### src/rtl/game_pkg.sv
// rtl/game_pkg.sv - shared game types and widths for the money/bag logic
package game_pkg;

    typedef enum logic [1:0] {
        COLLECT = 2'd0,
        DEPOSIT = 2'd1,
        STUN    = 2'd2,
        WON     = 2'd3
    } bag_state_t;

    localparam int COLLECT_W = 2;
    localparam int TIMER_W   = 10;
    localparam int BAG_W     = 4;
    localparam int SCORE_W   = 8;

endpackage

### src/rtl/player_bag_if.sv
// rtl/player_bag_if.sv - money-collection / bag status bundle between spawners, collision and HUD
interface player_bag_if
    import game_pkg::*;
#(
    parameter int NUM_SPAWNS = 4
);
    logic [COLLECT_W*NUM_SPAWNS-1:0] Collect;
    logic                            AtVault;
    logic                            Hit;
    logic                            Full;
    logic [BAG_W-1:0]                Bag;
    logic [SCORE_W-1:0]              Score;
    logic                            Depositing;
    logic                            Stunned;
    logic                            DropPulse;
    logic                            Win;

    modport master (
        output Collect, AtVault, Hit,
        input  Full, Bag, Score, Depositing, Stunned, DropPulse, Win
    );

    modport slave (
        input  Collect, AtVault, Hit,
        output Full, Bag, Score, Depositing, Stunned, DropPulse, Win
    );
endinterface

### src/rtl/frame_timer.sv
// rtl/frame_timer.sv - frame counter with sync clear, count enable and terminal-count compare
module frame_timer
    import game_pkg::*;
(
    input  logic               FrameClk,
    input  logic               ResetN,
    input  logic               clr,
    input  logic               en,
    input  logic [TIMER_W-1:0] last,
    output logic               done
);
    logic [TIMER_W-1:0] count;

    always_ff @(posedge FrameClk or negedge ResetN) begin
        if (!ResetN) begin
            count <= '0;
        end else if (clr) begin
            count <= '0;
        end else if (en) begin
            count <= count + 1'b1;
        end
    end

    assign done = (count == last);
endmodule

### src/rtl/player_bag.sv
// rtl/player_bag.sv - per-player money bag: collects spawner value, banks it at the vault, drops it on a hit
module player_bag
    import game_pkg::*;
#(
    parameter int NUM_SPAWNS     = 4,
    parameter int BAG_CAP        = 6,
    parameter int DEPOSIT_FRAMES = 15,
    parameter int STUN_FRAMES    = 120,
    parameter int WIN_SCORE      = 20
) (
    input  logic         FrameClk,
    input  logic         ResetN,
    input  logic         Enable,
    player_bag_if.slave  bus
);
    localparam logic [BAG_W-1:0]   CAP_V     = BAG_W'(BAG_CAP);
    localparam logic [SCORE_W-1:0] WIN_V     = SCORE_W'(WIN_SCORE);
    localparam logic [TIMER_W-1:0] DEP_LAST  = TIMER_W'(DEPOSIT_FRAMES - 1);
    localparam logic [TIMER_W-1:0] STUN_LAST = TIMER_W'(STUN_FRAMES - 1);

    bag_state_t         state;
    logic [BAG_W-1:0]   bag;
    logic [SCORE_W-1:0] score;
    logic               drop_pulse;
    logic               win;

    logic [4:0]         sum;
    logic [5:0]         bag_sum;
    logic [BAG_W-1:0]   bag_add;
    logic [SCORE_W-1:0] score_inc;
    logic               tmr_clr;
    logic               tmr_en;
    logic               tmr_done;

    always_comb begin
        sum = '0;
        for (int i = 0; i < NUM_SPAWNS; i++) begin
            sum = sum + 5'(bus.Collect[COLLECT_W*i +: COLLECT_W]);
        end
    end

    // Excess value beyond the bag capacity is simply lost.
    assign bag_sum   = {2'b00, bag} + {1'b0, sum};
    assign bag_add   = (bag_sum >= 6'(CAP_V)) ? CAP_V : bag_sum[BAG_W-1:0];
    assign score_inc = (score == '1) ? score : score + 1'b1;

    // The timer only runs while it is actually timing; any state change clears it.
    always_comb begin
        tmr_clr = 1'b1;
        tmr_en  = 1'b0;
        if (Enable) begin
            case (state)
                DEPOSIT: if (!bus.Hit && bus.AtVault && !tmr_done) begin
                    tmr_clr = 1'b0;
                    tmr_en  = 1'b1;
                end
                STUN: if (!tmr_done) begin
                    tmr_clr = 1'b0;
                    tmr_en  = 1'b1;
                end
                default: ;
            endcase
        end
    end

    frame_timer u_timer (
        .FrameClk (FrameClk),
        .ResetN   (ResetN),
        .clr      (tmr_clr),
        .en       (tmr_en),
        .last     ((state == STUN) ? STUN_LAST : DEP_LAST),
        .done     (tmr_done)
    );

    always_ff @(posedge FrameClk or negedge ResetN) begin
        if (!ResetN) begin
            state      <= COLLECT;
            bag        <= '0;
            score      <= '0;
            drop_pulse <= 1'b0;
            win        <= 1'b0;
        end else if (!Enable) begin
            state      <= COLLECT;
            bag        <= '0;
            score      <= '0;
            drop_pulse <= 1'b0;
            win        <= 1'b0;
        end else begin
            drop_pulse <= 1'b0;
            case (state)
                COLLECT: begin
                    if (bus.Hit) begin
                        bag        <= '0;
                        drop_pulse <= (bag != '0);
                        state      <= STUN;
                    end else begin
                        bag <= bag_add;
                        if (bus.AtVault && bag != '0) begin
                            state <= DEPOSIT;
                        end
                    end
                end
                DEPOSIT: begin
                    if (bus.Hit) begin
                        bag        <= '0;
                        drop_pulse <= (bag != '0);
                        state      <= STUN;
                    end else if (!bus.AtVault) begin
                        state <= COLLECT;
                    end else if (tmr_done) begin
                        bag   <= bag - 1'b1;
                        score <= score_inc;
                        if (score_inc >= WIN_V) begin
                            state <= WON;
                            win   <= 1'b1;
                        end else if (bag == BAG_W'(1)) begin
                            state <= COLLECT;
                        end
                    end
                end
                STUN: begin
                    if (tmr_done) begin
                        state <= COLLECT;
                    end
                end
                WON: begin
                    win <= 1'b1;
                end
                default: state <= COLLECT;
            endcase
        end
    end

    // Full must stay register-only: spawner Collect is itself a function of Full.
    assign bus.Full       = (state != COLLECT) || (bag >= CAP_V);
    assign bus.Bag        = bag;
    assign bus.Score      = score;
    assign bus.Depositing = (state == DEPOSIT);
    assign bus.Stunned    = (state == STUN);
    assign bus.DropPulse  = drop_pulse;
    assign bus.Win        = win;
endmodule

### src/flat_wrapper.sv
// flat-port wrapper written by rule: the top's interface ports become plain ports
module player_bag_flat import game_pkg::*;
#(
    parameter int NUM_SPAWNS     = 4,
    parameter int BAG_CAP        = 6,
    parameter int DEPOSIT_FRAMES = 15,
    parameter int STUN_FRAMES    = 120,
    parameter int WIN_SCORE      = 20
)
  (FrameClk, ResetN, Enable, bus_Collect, bus_AtVault, bus_Hit, bus_Full, bus_Bag, bus_Score, bus_Depositing, bus_Stunned, bus_DropPulse, bus_Win);
  player_bag_if #(.NUM_SPAWNS(NUM_SPAWNS)) bus_i ();
  input  logic FrameClk;
  input  logic ResetN;
  input  logic Enable;
  input wire logic [$bits(bus_i.Collect)-1:0] bus_Collect;
  input wire logic [$bits(bus_i.AtVault)-1:0] bus_AtVault;
  input wire logic [$bits(bus_i.Hit)-1:0] bus_Hit;
  output wire logic [$bits(bus_i.Full)-1:0] bus_Full;
  output wire logic [$bits(bus_i.Bag)-1:0] bus_Bag;
  output wire logic [$bits(bus_i.Score)-1:0] bus_Score;
  output wire logic [$bits(bus_i.Depositing)-1:0] bus_Depositing;
  output wire logic [$bits(bus_i.Stunned)-1:0] bus_Stunned;
  output wire logic [$bits(bus_i.DropPulse)-1:0] bus_DropPulse;
  output wire logic [$bits(bus_i.Win)-1:0] bus_Win;
  assign bus_i.Collect = bus_Collect;
  assign bus_i.AtVault = bus_AtVault;
  assign bus_i.Hit = bus_Hit;
  assign bus_Full = bus_i.Full;
  assign bus_Bag = bus_i.Bag;
  assign bus_Score = bus_i.Score;
  assign bus_Depositing = bus_i.Depositing;
  assign bus_Stunned = bus_i.Stunned;
  assign bus_DropPulse = bus_i.DropPulse;
  assign bus_Win = bus_i.Win;
  player_bag #(.NUM_SPAWNS(NUM_SPAWNS), .BAG_CAP(BAG_CAP), .DEPOSIT_FRAMES(DEPOSIT_FRAMES), .STUN_FRAMES(STUN_FRAMES), .WIN_SCORE(WIN_SCORE)) u_core (.FrameClk(FrameClk), .ResetN(ResetN), .Enable(Enable), .bus(bus_i));
endmodule
### config.mk
export PLATFORM = sky130hd
export DESIGN_NAME = player_bag_flat
export DESIGN_NICKNAME = d
export VERILOG_FILES = /design/src/rtl/game_pkg.sv /design/src/rtl/player_bag_if.sv /design/src/rtl/frame_timer.sv /design/src/rtl/player_bag.sv /design/src/flat_wrapper.sv
export SDC_FILE = /design/constraint.sdc
export NUM_CORES = 1
export LEC_CHECK = 0
export ABC_AREA = 1
export BUFFER_PORTS_ARGS = -buffer_cell sky130_fd_sc_hd__buf_2
export CAP_MARGIN = 15
export CORE_UTILIZATION = 55
export CTS_BUF_LIST = sky130_fd_sc_hd__clkbuf_4 sky130_fd_sc_hd__clkbuf_8 sky130_fd_sc_hd__clkbuf_16
export DETAILED_ROUTE_END_ITERATION = 12
export PLACE_DENSITY = 0.83
export SYNTH_ARGS = -nofsm -noshare
export SYNTH_HDL_FRONTEND = slang
export SYNTH_HIERARCHICAL = 1
export SYNTH_SLANG_ARGS = --single-unit
### constraint.sdc
create_clock -name FrameClk -period 2.99 [get_ports FrameClk]
set_clock_uncertainty 0.15 [all_clocks]
set_input_delay 0.299 -clock FrameClk [delete_from_list [all_inputs] [get_ports FrameClk]]
set_output_delay 0.299 -clock FrameClk [all_outputs]
set_load 0.05 [all_outputs]
# == Word-level counts from Yosys, hierarchy flattened ==
# Index checks and enable logic that the tools add are counted.
# word_totals
ff_bits,26
latchBits,0
mem_bits_rw,0
rom_bits,0
in_bits,13
out_inout_bits,17
word_cells,97
n_memories,0
# op_classes
addsub,7
n_mul,0
div_mod_pow,0
magnitude_cmp,3
eq_ne,23
shifts,0
mux,43
bitwise_logic,0
n_reduce_logical,15
# ops
op,n
$mux W8,6
$mux W4,6
$mux W10,2
$mux W2,9
$mux W1,14
$add A10 B1 Y10 const B,1
$add A5 B2 Y5,2
$eq A10 B10 Y1,1
$reduce_and A5 Y1,2
$ne A3 B2 Y1 const B,3
$add A8 B1 Y8 const B,1
$eq A8 B8 Y1 const B,1
$ge A8 B5 Y1 const B,1
$ne A4 B3 Y1 const B,2
$pmux W4 S2,1
$mux W7,1
$add A4 B5 Y6,1
$ge A6 B3 Y1 const B,1
$ne A2 B1 Y1 const B,3
$ne A3 B1 Y1 const B,2
$ne A3 B3 Y1 const B,2
$ne A6 B4 Y1 const B,1
$pmux W1 S2,3
$pmux W2 S3,1
other kinds (19),24

# == Longest topological paths before layout ==
# Gate-level depths: netlist of run 1.
# depth
word_depth,10
mapped_depth,18
depth_no_buf,18

# == Hierarchy ==
# The synthesis of run 1 kept the hierarchy.
# by_module_without_submodules
module,n_inst,cells_per_inst,area_each_um2,seq_area_each_um2
player_bag,1,217,1521.5,400.4
frame_timer,1,101,696.9,250.2

# == Least setup slack after synthesis of run 1 ==
# No wires, ideal clock.
# synth_path
kind,flip-flop to flip-flop
startpoint,register u_core.state[0]
endpoint,register u_core.u_timer.count[4]
setup_time_ps,127
arrival_ps,2654
required_ps,2713
setup_slack_ps,59
path_stages_with_launch,15
n_path_buf,0
period_less_slack_ps,2931
path_cell_list,dfrtp_1 > inv_1 > ha_1 > inv_1 > xor2_1 > nor2_1 > nand3_1 > nor2_1 > nor3_1 > o21ai_0 > nor2_4 > inv_2 > nand2_1 > o21ai_1 > a21oi_1
# synth_between
elab_chain_len,9
word_cells_on_any_way,16
classes_between,eq/ne: 3; mux: 10; reduce/logical: 3
# synth_rtl
element,line,text
start: declaration,player_bag.sv:21,bag_state_t state;
start signal: assignment,player_bag.sv:77,state <= COLLECT;
start signal: assignment,player_bag.sv:83,state <= COLLECT;
start signal: assignment,player_bag.sv:95,state <= STUN;
$eq A2 B2 Y1 (*),--,
via bus_Stunned,flat_wrapper.sv:22,output wire logic [$bits(bus_i.Stunned)-1:0] bus_Stunned;
$mux W7 (*),player_bag.sv:71,".last ((state == STUN) ? STUN_LAST : DEP_LAST),"
$eq A10 B10 Y1 (*),frame_timer.sv:24,assign done = (count == last);
via u_core.tmr_done,player_bag.sv:33,logic tmr_done;
$logic_not A1 Y1,player_bag.sv:53,DEPOSIT: if (!bus.Hit && bus.AtVault && !tmr_done) begin
$logic_and A1 B1 Y1,player_bag.sv:53,
$mux W1,player_bag.sv:53,
$pmux W1 S2 (*),player_bag.sv:52,case (state)
$mux W1 (*),player_bag.sv:51,if (Enable) begin
via u_core.tmr_clr,player_bag.sv:31,logic tmr_clr;
$mux W10 / $reduce_bool A2 Y1 (equally long branches),--,
end signal: assignment,frame_timer.sv:20,count <= count + 1'b1;
end: declaration,frame_timer.sv:12,logic [TIMER_W-1:0] count;
# The timed path passes the listed nets; every way through them passes the cells marked *.
# A chain may end at the register's enable or synchronous reset.

# == Worst setup path in the final report of run 1 ==
# layout_path
startpoint,input port bus_Collect[0]
endpoint,register u_core.bag[2] (netlist: u_core/bus.Bag[2])
# layout_between
elab_chain_len,9
# layout_rtl
element,line,text
start: declaration,flat_wrapper.sv:15,input wire logic [$bits(bus_i.Collect)-1:0] bus_Collect;
$add A2 B2 Y3 (*),player_bag.sv:38,sum = sum + 5'(bus.Collect[COLLECT_W*i +: COLLECT_W]);
$add A5 B2 Y5 (*) (2 in series),player_bag.sv:38,
$add A4 B5 Y6 (*),player_bag.sv:43,"assign bag_sum = {2'b00, bag} + {1'b0, sum};"
$ge A6 B3 Y1,player_bag.sv:44,assign bag_add = (bag_sum >= 6'(CAP_V)) ? CAP_V : bag_sum[BAG_W-1:0];
$mux W4 (*),player_bag.sv:44,
$mux W4 (*),player_bag.sv:92,if (bus.Hit) begin
$pmux W4 S2 (*),player_bag.sv:90,case (state)
$mux W4 (*),player_bag.sv:82,end else if (!Enable) begin
end signal: assignment,player_bag.sv:97,bag <= bag_add;
end signal: assignment,player_bag.sv:111,bag <= bag - 1'b1;
end: declaration,player_bag.sv:22,logic [BAG_W-1:0] bag;
# Mark *: on every way between the ends. The rest lies on a longest branch, timed or not.

==> results of run 1 <==
[synth_stat cells, types with 6 or more instances]
cell      n
a21oi_1  11
nand3_1  20
o21ai_1   6
nor2_1   27
inv_1    51
nand2_1  88
nand4_1   7
dfrtp_1  26
o21ai_0  12
fa_1      6
xnor2_1   7
ha_1     13
[logic make-up after synthesis]
kind of cell	after synthesis
AOI/OAI and AO/OA	40
xor gates and xnor gates	12
adders and majority gates	19
buffers and inverters	59
DFF	26
other	2
and+or+nand+nor	160
[metal layers]
layer,track usage,share of wire,up-vias
met4,0.0462,0.0061,0
met1,0.296,0.44,959
met5,0,0,-
met2,0.445,0.51,61
met3,0.0417,0.046,6
li1,-,-,1077
[layout make-up]
class,instances,share of cell area
timing repair buffer,33,0.0703
sequential,26,0.257
inverter,56,0.0832
tap,48,0.0238
clock buffer,3,0.0163
multi-input combinational,237,0.537
clock inverter,1,0.0119
[placed cells by master, fill, tap and decap left out, types with 4 or more instances in the layout]
cell     Yosys  final
ha_1        13     12
o21ai_0     12     12
dfrtp_1     26     26
nor2_1      27     27
a21oi_1     11     11
xor2_1       5      5
fa_1         6      6
nor3_1       4      4
inv_2        5      5
conb_1       2      6
nand2_1     88     88
xnor2_1      7      7
inv_1       51     51
o21ai_1      6      6
nor2_2       5      5
nand3_1     20     20
nand4_1      7      7
buf_2        1     29
[power breakdown]
part	internal, mW	switching (mW)	total (mW)
registers	0.401	0.0740	0.475
logic	0.347	0.712	1.06
clock network	0.179	0.119	0.298
[registers in the layout, summed over array words and instances, names as in the netlist]
signal / cells
u_core/u_timer/count: 10
u_core/bus.Score: 8
u_core/bus.Bag: 4
u_core/state: 2
u_core/bus.DropPulse: 1
u_core/bus.Win: 1
[worst min-delay path, delay by kind of cell]
family / cells / cell delay, ps
buf+inv: 2 / 240
simple gates: 1 / 70
[final timing paths]
kind,end,cells past startpoint
min,u_core/bus.DropPulse$_DFF_PN0_,3
min reg2reg,u_core/bus.Win$_DFFE_PN0P_,2
min in group asynchronous,u_core/bus.Bag[2]$_DFFE_PN0P_,2
max,u_core/bus.Bag[2]$_DFFE_PN0P_,9
max in group asynchronous,u_core/u_timer/count[9]$_DFFE_PN0P_,2
max reg2reg,u_core/u_timer/count[6]$_DFFE_PN0P_,19
[repair_timing]
item	in CTS	in global routing
endpoints found under the hold margin	26	0
gates resized for setup	0	2
endpoints found under the setup margin	0	12
hold buffers	1	0
==> flow_metrics.tcl, run 1 <==
set metrics [dict create \
    core_mm2 0.00377 \
    io-pin-count 30 \
    drv_cap 0 \
    hold_start "bus_Hit" \
    cts_tree "built" \
    place_ws_ps -116 \
    crit_type "input pin to register" \
    drc 0 \
    drive_gt1_frac 0.157 \
    viasPerCell 5.21 \
    crit_path_frequent_cell "fa_1" \
    period_needed_ps 2790 \
    crit_chain "buf_2 > fa_1 > inv_1 > fa_1 > fa_1 > fa_1 > xnor2_1 > o31ai_1 > nand2_1" \
    drt_iter0_drc 124 \
    power_density_mw_per_mm2 725 \
    synth_warnings 6 \
    place_congestion 0.824 \
    fillers 325 \
    startpoint "bus_Collect[0]" \
    fin_crit_sh 0.933 \
    synth_fa_ha_area_frac 0.127 \
    cp-end-kind "register" \
    cp.arrival_ps 2810 \
    avgSynthCellArea_um2 6.98 \
    dieArea_mm2 0.00429 \
    grt_pass1_wl_mm 8.13 \
    hp-class "input pin to register" \
    synth_top_area_frac 0.293 \
    cts_htree_levels 1 \
    grt_usage 0.243 \
    regArea_um2 651 \
    hpwlAfterDp_mm 3.62 \
    die_w_um 65.5 \
    slew_viol_final 0 \
    ir_drop_v 0.000384 \
    hold_violations 0 \
    place_inst 399 \
    status "finished, final reports clean" \
    rsz0062_at_grt "no" \
    max_freq_mhz 358 \
    setup_ws_ps 199 \
    synth-compound-area-share 0.102 \
    synthArstFlopShare 1.00 \
    cts_setup_buffers 0 \
    core.rowCount 22 \
    crit_family "adder cells" \
    final_util 0.670 \
    critical_path_buf_inv_count 2 \
    grt_max_degree 27 \
    first_pass_iters 5 \
    antenna_found_initial 0 \
    antenna_cells 0 \
    grt_pass1_vias 1910 \
    crit_slowest_cell "fa_1" \
    die_h_um 65.5 \
    vias 2103 \
    multi_input_area_mm2 0.00136 \
    stdcell_count 404 \
    yosysTopAreaCell "dfrtp_1" \
    clk_pin_slew_ps 100 \
    clk-insertion-delay-late_ps 280 \
    hold_slack_ps 227 \
    worst_slew_margin_rel 0.596 \
    setup_viol 0 \
    synth_xor_area_frac 0.0474 \
    syn2layout_area_growth_pct 13.9 \
    tns_ps 0 \
    total_power_mw 1.83 \
    reg2reg_from "u_core/state[0]$_DFFE_PN0P_" \
    syn-cell-area_mm2 0.00222 \
    synth_top_family_by_area "simple AND/OR/NAND/NOR gates" \
    synth_area_leaders "dfrtp_1 (29%), nand2_1 (15%), inv_1 (8.6%)" \
    io_buffers 29 \
    cts_sinks 26 \
    synth-seq-cells 26 \
    ys_seq_area_frac 0.293 \
    drtAntennaViolNets 0 \
    r2r_setup_slack_ps 220 \
    slowest_delay_ps 520 \
    leakagePower_nw 1.34 \
    numCtsBuffers 3 \
    worstMarginPinSlew_ps 606 \
    synthFlopType "dfrtp_1" \
    synthMuxAreaShare 0 \
    syn_inst 318 \
    worstPathMaxFanout 2 \
    crit_required_ps 3010 \
    synth.distinct_cells 32 \
    routedWlPerCell_um 11.7 \
    start_util 0.588 \
    finalWirelength_mm 4.74 \
    synth-simple-area-share 0.320 \
    finalInstanceArea_mm2 0.00253 \
    cts.path.max_buffers 2 \
    grt-ovfl-total 0 \
    synth_edf_count 0 \
    root_buffer "clkbuf_8" \
    start_kind "input pin" \
    nets 389 \
    placed_cell_area_mm2 0.00243 \
]
No activity file was read; power rests on OpenSTA's default activity.
==> run 2, diff against run 1 <==
--- a/config.mk
+++ b/config.mk
@@ -12,6 +12,7 @@
 export CTS_BUF_LIST = sky130_fd_sc_hd__clkbuf_4 sky130_fd_sc_hd__clkbuf_8 sky130_fd_sc_hd__clkbuf_16
 export DETAILED_ROUTE_END_ITERATION = 12
 export PLACE_DENSITY = 0.83
+export REMOVE_ABC_BUFFERS = 1
 export SYNTH_ARGS = -nofsm -noshare
 export SYNTH_HDL_FRONTEND = slang
 export SYNTH_HIERARCHICAL = 1
==> constraint.sdc (replaced) <==
create_clock -name FrameClk -period 2.7 [get_ports FrameClk]
set_clock_uncertainty 0.15 [all_clocks]
set_input_delay 0.27 -clock FrameClk [delete_from_list [all_inputs] [get_ports FrameClk]]
set_output_delay 0.27 -clock FrameClk [all_outputs]
set_load 0.01 [all_outputs]
==> flow_metrics.tcl, run 2 (synthesized netlist as in run 1, its figures left out) <==
set metrics [dict create \
    leakagePower_nw 1.37 \
    crit_required_ps 2770 \
    final_common_cell "nand2_1" \
    drive_gt1_frac 0.190 \
    cp-end-kind "register" \
    nets 397 \
    drv_cap 0 \
    die_w_um 65.5 \
    grt_pass1_vias 1911 \
    drc 0 \
    drtAntennaViolNets 0 \
    core_mm2 0.00377 \
    drt_iter0_drc 121 \
    core.rowCount 22 \
    whs_path_depth 3 \
    routedWlPerCell_um 11.1 \
    cp.arrival_ps 2720 \
    cts_sinks 26 \
    status "finished, final reports clean" \
    clk-insertion-delay-late_ps 270 \
    layout_common_cells "nand2_1 (88), inv_1 (50), buf_2 (28), nor2_1 (26), dfrtp_1 (26)" \
    grt_pass1_wl_mm 7.89 \
    met1_usage 0.300 \
    cts_setup_buffers 0 \
    dieArea_mm2 0.00429 \
    hpwlAfterDp_mm 3.60 \
    grt-ovfl-total 0 \
    clk_pin_slew_ps 90 \
    top_register "u_core/u_timer/count" \
    ff2ff_path_depth 8 \
    vias 2101 \
    first_pass_iters 4 \
    io_buffers 29 \
    root_buffer "clkbuf_8" \
    largest_reg_flops 10 \
    grt_util_met3 0.0365 \
    worstPathMaxFanout 2 \
    viasPerCell 5.10 \
    fin_crit_sh 0.984 \
    cts_tree "built" \
    antenna_found_initial 0 \
    antenna_cells 0 \
    crit_type "input pin to register" \
    hp-class "input pin to register" \
    place_inst 407 \
    max_freq_mhz 377 \
    setup_viol 0 \
    start_util 0.588 \
    cts_htree_levels 1 \
    period_needed_ps 2660 \
    setup_ws_ps 44.5 \
    grt_usage 0.235 \
    ir_drop_v 0.000359 \
    cts.path.max_buffers 2 \
    stdcell_count 412 \
    worstMarginPinSlew_ps 608 \
    die_h_um 65.5 \
    top_usage_layer "met2" \
    total_power_mw 1.82 \
    worst_slew_margin_rel 0.595 \
    place_congestion 0.881 \
    place_ws_ps -323 \
    hold_violations 0 \
    power_density_mw_per_mm2 701 \
    numCtsBuffers 3 \
    syn2layout_area_growth_pct 17.0 \
    finalWirelength_mm 4.59 \
    tns_ps 0 \
    io-pin-count 30 \
    met2_usage 0.415 \
    slew_viol_final 0 \
    start_kind "input pin" \
    grt_max_degree 27 \
]
==> run 2: cell count changes in the layout (fill, tap and decap cells not counted), moves of 2 or more <==
| cell | previous run | this run |
|---|---|---|
| buf_4 | 3 | 11 |
| o21ai_0 | 12 | 9 |
| o21ai_1 | 6 | 9 |
| fa_1 | 6 | 4 |
| fa_2 | 0 | 2 |
==> run 2: metal layers <==
layer / wire (um) / up-vias
li1: - / 1087
met1: 2090 / 968
met2: 2320 / 42
met3: 174 / 4
met4: 17 / 0
met5: 0 / -
==> run 2: cell type report <==
cell class / count / area (um2)
clock buffer: 4 / 55.1
fill: 334 / 1170
inverter: 56 / 210
multi-input combinational: 237 / 1380
sequential: 26 / 651
tap: 48 / 60.1
timing repair buffer: 41 / 244
==> run 2: path summary, 6_finish.rpt <==
check                                         startpoint                                   to  slack (ps)
max                                       bus_Collect[0]        u_core/bus.Bag[0]$_DFFE_PN0P_          40
min                                              bus_Hit       u_core/bus.DropPulse$_DFF_PN0_         200
max reg2reg                u_core/bus.Bag[1]$_DFFE_PN0P_        u_core/bus.Bag[0]$_DFFE_PN0P_         180
min reg2reg                   u_core/bus.Win$_DFFE_PN0P_           u_core/bus.Win$_DFFE_PN0P_         330
max in group asynchronous                         ResetN  u_core/u_timer/count[2]$_DFFE_PN0P_        1610
min in group asynchronous                         ResetN      u_core/bus.Score[4]$_DFFE_PN0P_         380
==> run 2: worst max-delay path, cell delays in order <==
cell and delay (ps):
buf_6 90, fa_1 530, inv_1 50, fa_1 450, fa_2 370, fa_2 550
inv_2 40, a211oi_1 220, o21ai_1 90, nand2_1 70
==> run 2: repair_timing <==
item,CTS,global route
hold buffers,1,0
pin swaps,0,1
hold endpoints to repair,26,0
setup endpoints to repair,8,22
resized for setup,3,9
==> run 2: metrics by stage <==
| stage | cell area [um2] | hold WS [ps] | util |
|---|---|---|---|
| floorplan | 2210 | -176 | - |
| global placement | 2490 | 157 | 0.661 |
| detailed placement | 2490 | 164 | 0.661 |
| CTS | 2560 | 186 | 0.680 |
| global route | 2600 | 187 | 0.688 |
| finish | 2600 | 201 | 0.688 |
==> run 2: power by group <==
group	internal, mW	switching (mW)
clock network	0.130	0.124
registers	0.444	0.0666
logic	0.449	0.605
total	1.02	0.796
==> run 3, diff against run 2 <==
--- a/config.mk
+++ b/config.mk
@@ -8,10 +8,10 @@
 export ABC_AREA = 1
 export BUFFER_PORTS_ARGS = -buffer_cell sky130_fd_sc_hd__buf_2
 export CAP_MARGIN = 15
-export CORE_UTILIZATION = 55
+export CORE_UTILIZATION = 52
 export CTS_BUF_LIST = sky130_fd_sc_hd__clkbuf_4 sky130_fd_sc_hd__clkbuf_8 sky130_fd_sc_hd__clkbuf_16
 export DETAILED_ROUTE_END_ITERATION = 12
-export PLACE_DENSITY = 0.83
+export PLACE_DENSITY = 0.82
 export REMOVE_ABC_BUFFERS = 1
 export SYNTH_ARGS = -nofsm -noshare
 export SYNTH_HDL_FRONTEND = slang
==> constraint.sdc (replaced) <==
create_clock -name FrameClk -period 2.15 [get_ports FrameClk]
set_clock_uncertainty 0.15 [all_clocks]
set_input_delay 0.215 -clock FrameClk [delete_from_list [all_inputs] [get_ports FrameClk]]
set_output_delay 0.215 -clock FrameClk [all_outputs]
set_load 0.01 [all_outputs]
==> flow_metrics.tcl, run 3 (synthesized netlist as in run 1, its figures left out) <==
set metrics [dict create \
    setup_viol 25 \
    antenna_cells 0 \
    routedWlPerCell_um 16.3 \
    start_util 0.547 \
    ff2ff_path_depth 13 \
    endpoint "u_core/bus.Bag[2]$_DFFE_PN0P_" \
    first_pass_iters 6 \
    status "finished, violations left" \
    setup_ws_ps -536 \
    hp-class "input pin to register" \
    failed_checks "negative setup slack" \
    place_congestion 0.888 \
    cts_htree_levels 1 \
    reg2reg_from "u_core/state[1]$_DFFE_PN0P_" \
    r2r_setup_slack_ps -430 \
    drt_iter0_drc 300 \
    cp.arrival_ps 2700 \
    fillers 246 \
    startpoint "bus_Collect[0]" \
    tns_ps -5350 \
    worst_slew_margin_rel 0.587 \
    regArea_um2 651 \
    viasPerCell 5.87 \
    antenna_found_initial 0 \
    top_register "u_core/u_timer/count" \
    crit_type "input pin to register" \
    place_inst 431 \
    core.rowCount 23 \
    syn2layout_area_growth_pct 40.8 \
    slew_viol_final 0 \
    cts_tree "built" \
    die_w_um 67.3 \
    core_mm2 0.00406 \
    largest_reg_flops 10 \
    die_h_um 67.3 \
    hold_violations 0 \
    stdcell_count 445 \
    numCtsBuffers 3 \
    drc 0 \
    grt_pass1_wl_mm 10.1 \
    power_density_mw_per_mm2 986 \
    grt_usage 0.300 \
    multi_input_area_mm2 0.00161 \
    nets 428 \
    clk_pin_slew_ps 100 \
    worstMarginPinSlew_ps 619 \
    hpwlAfterDp_mm 4.10 \
    dieArea_mm2 0.00453 \
    clk-insertion-delay-late_ps 280 \
    crit_required_ps 2170 \
    final_common_cell "nand2_1" \
    drtAntennaViolNets 0 \
    worstPathMaxFanout 2 \
    vias 2610 \
    finalWirelength_mm 7.24 \
    grt_pass1_vias 2341 \
    grt-ovfl-total 0 \
    start_kind "input pin" \
    hold_start "Enable" \
    grt_max_degree 27 \
    cts.path.max_buffers 2 \
    ir_drop_v 0.00101 \
    cts_sinks 26 \
    drive_gt1_frac 0.380 \
    fin_crit_sh 1.25 \
    period_needed_ps 2690 \
    io-pin-count 30 \
    root_buffer "clkbuf_8" \
    r2r_end "u_core/bus.Bag[2]$_DFFE_PN0P_" \
    max_freq_mhz 372 \
    layout_common_cells "nand2_1 (74), inv_1 (43), buf_4 (30), buf_2 (28), dfrtp_1 (26)" \
    drv_cap 0 \
    rsz0062_at_grt "yes" \
    cp-end-kind "register" \
    io_buffers 29 \
    leakagePower_nw 1.59 \
]
==> run 3: cell types whose count changed in the layout (fill, tap and decap cells not counted), sizes merged <==
| cell | previous run | this run |
|---|---|---|
| buf | 40 | 71 |
==> run 3: per-layer routing <==
layer / GRT usage / up-vias / routed length (um)
met5: 0 / - / 0
met4: 0.189 / 0 / 438
met3: 0.0439 / 54 / 603
met2: 0.514 / 208 / 3590
met1: 0.348 / 1199 / 2610
li1: - / 1149 / -
==> run 3: critical path, cell delays in order <==
cell and delay [ps]:
buf_6 90, fa_1 540, inv_2 40, fa_1 470, fa_2 390, inv_2 70
nand2_1 60, nand2_1 90, nand4_1 80, nand2_1 90, nand3_2 90, buf_6 140
o31ai_4 230, nand2_1 100
==> run 3: per-stage QoR <==
step / cell area (um2) / utilization / hold slack (ps) / setup slack [ps] / power, mW
floorplan: 2210 / - / -231 / -614 / 1.50
global placement: 2660 / 0.656 / 107 / -777 / 2.01
detailed placement: 2660 / 0.656 / 119 / -815 / 2.06
CTS: 2910 / 0.716 / 166 / -413 / 2.64
global route: 3120 / 0.770 / 208 / -647 / 3.23
finish: 3120 / 0.770 / 201 / -536 / 3.08
==> run 3: how the worst min path moves through the flow <==
stage | end | slack, ps | depth (start not counted)
2_1_floorplan | u_core/bus.Bag[0]$_DFFE_PN0P_ | -230 | 0
3_3_place_gp | u_core/u_timer/count[2]$_DFFE_PN0P_ | 110 | 1
3_5_place_dp | u_core/u_timer/count[2]$_DFFE_PN0P_ | 120 | 1
4_1_cts | u_core/bus.DropPulse$_DFF_PN0_ | 170 | 3
5_1_grt | u_core/state[0]$_DFFE_PN0P_ | 210 | 3
6_report | u_core/state[0]$_DFFE_PN0P_ | 200 | 3
==> run 3: timing repair <==
action                     in CTS  in global routing
buffers inserted                3                  9
resized for setup              52                 46
hold endpoints to repair       26                  0
setup endpoints to repair      25                 25
hold buffers                    1                  0
pin swaps                      28                 27
==> run 3: power by group <==
| group | internal [mW] | switching [mW] |
|---|---|---|
| Sequential | 0.558 | 0.0643 |
| Combinational | 0.916 | 1.21 |
| Clock | 0.164 | 0.169 |
| Total | 1.64 | 1.44 |
==> run 3: area by class of cell <==
cell class	instances	share of cell area
Clock buffer	4	0.0176
Inverter	56	0.0689
Multi-Input combinational cell	237	0.517
Sequential cell	26	0.208
Tap cell	50	0.0200
Timing Repair Buffer	72	0.168
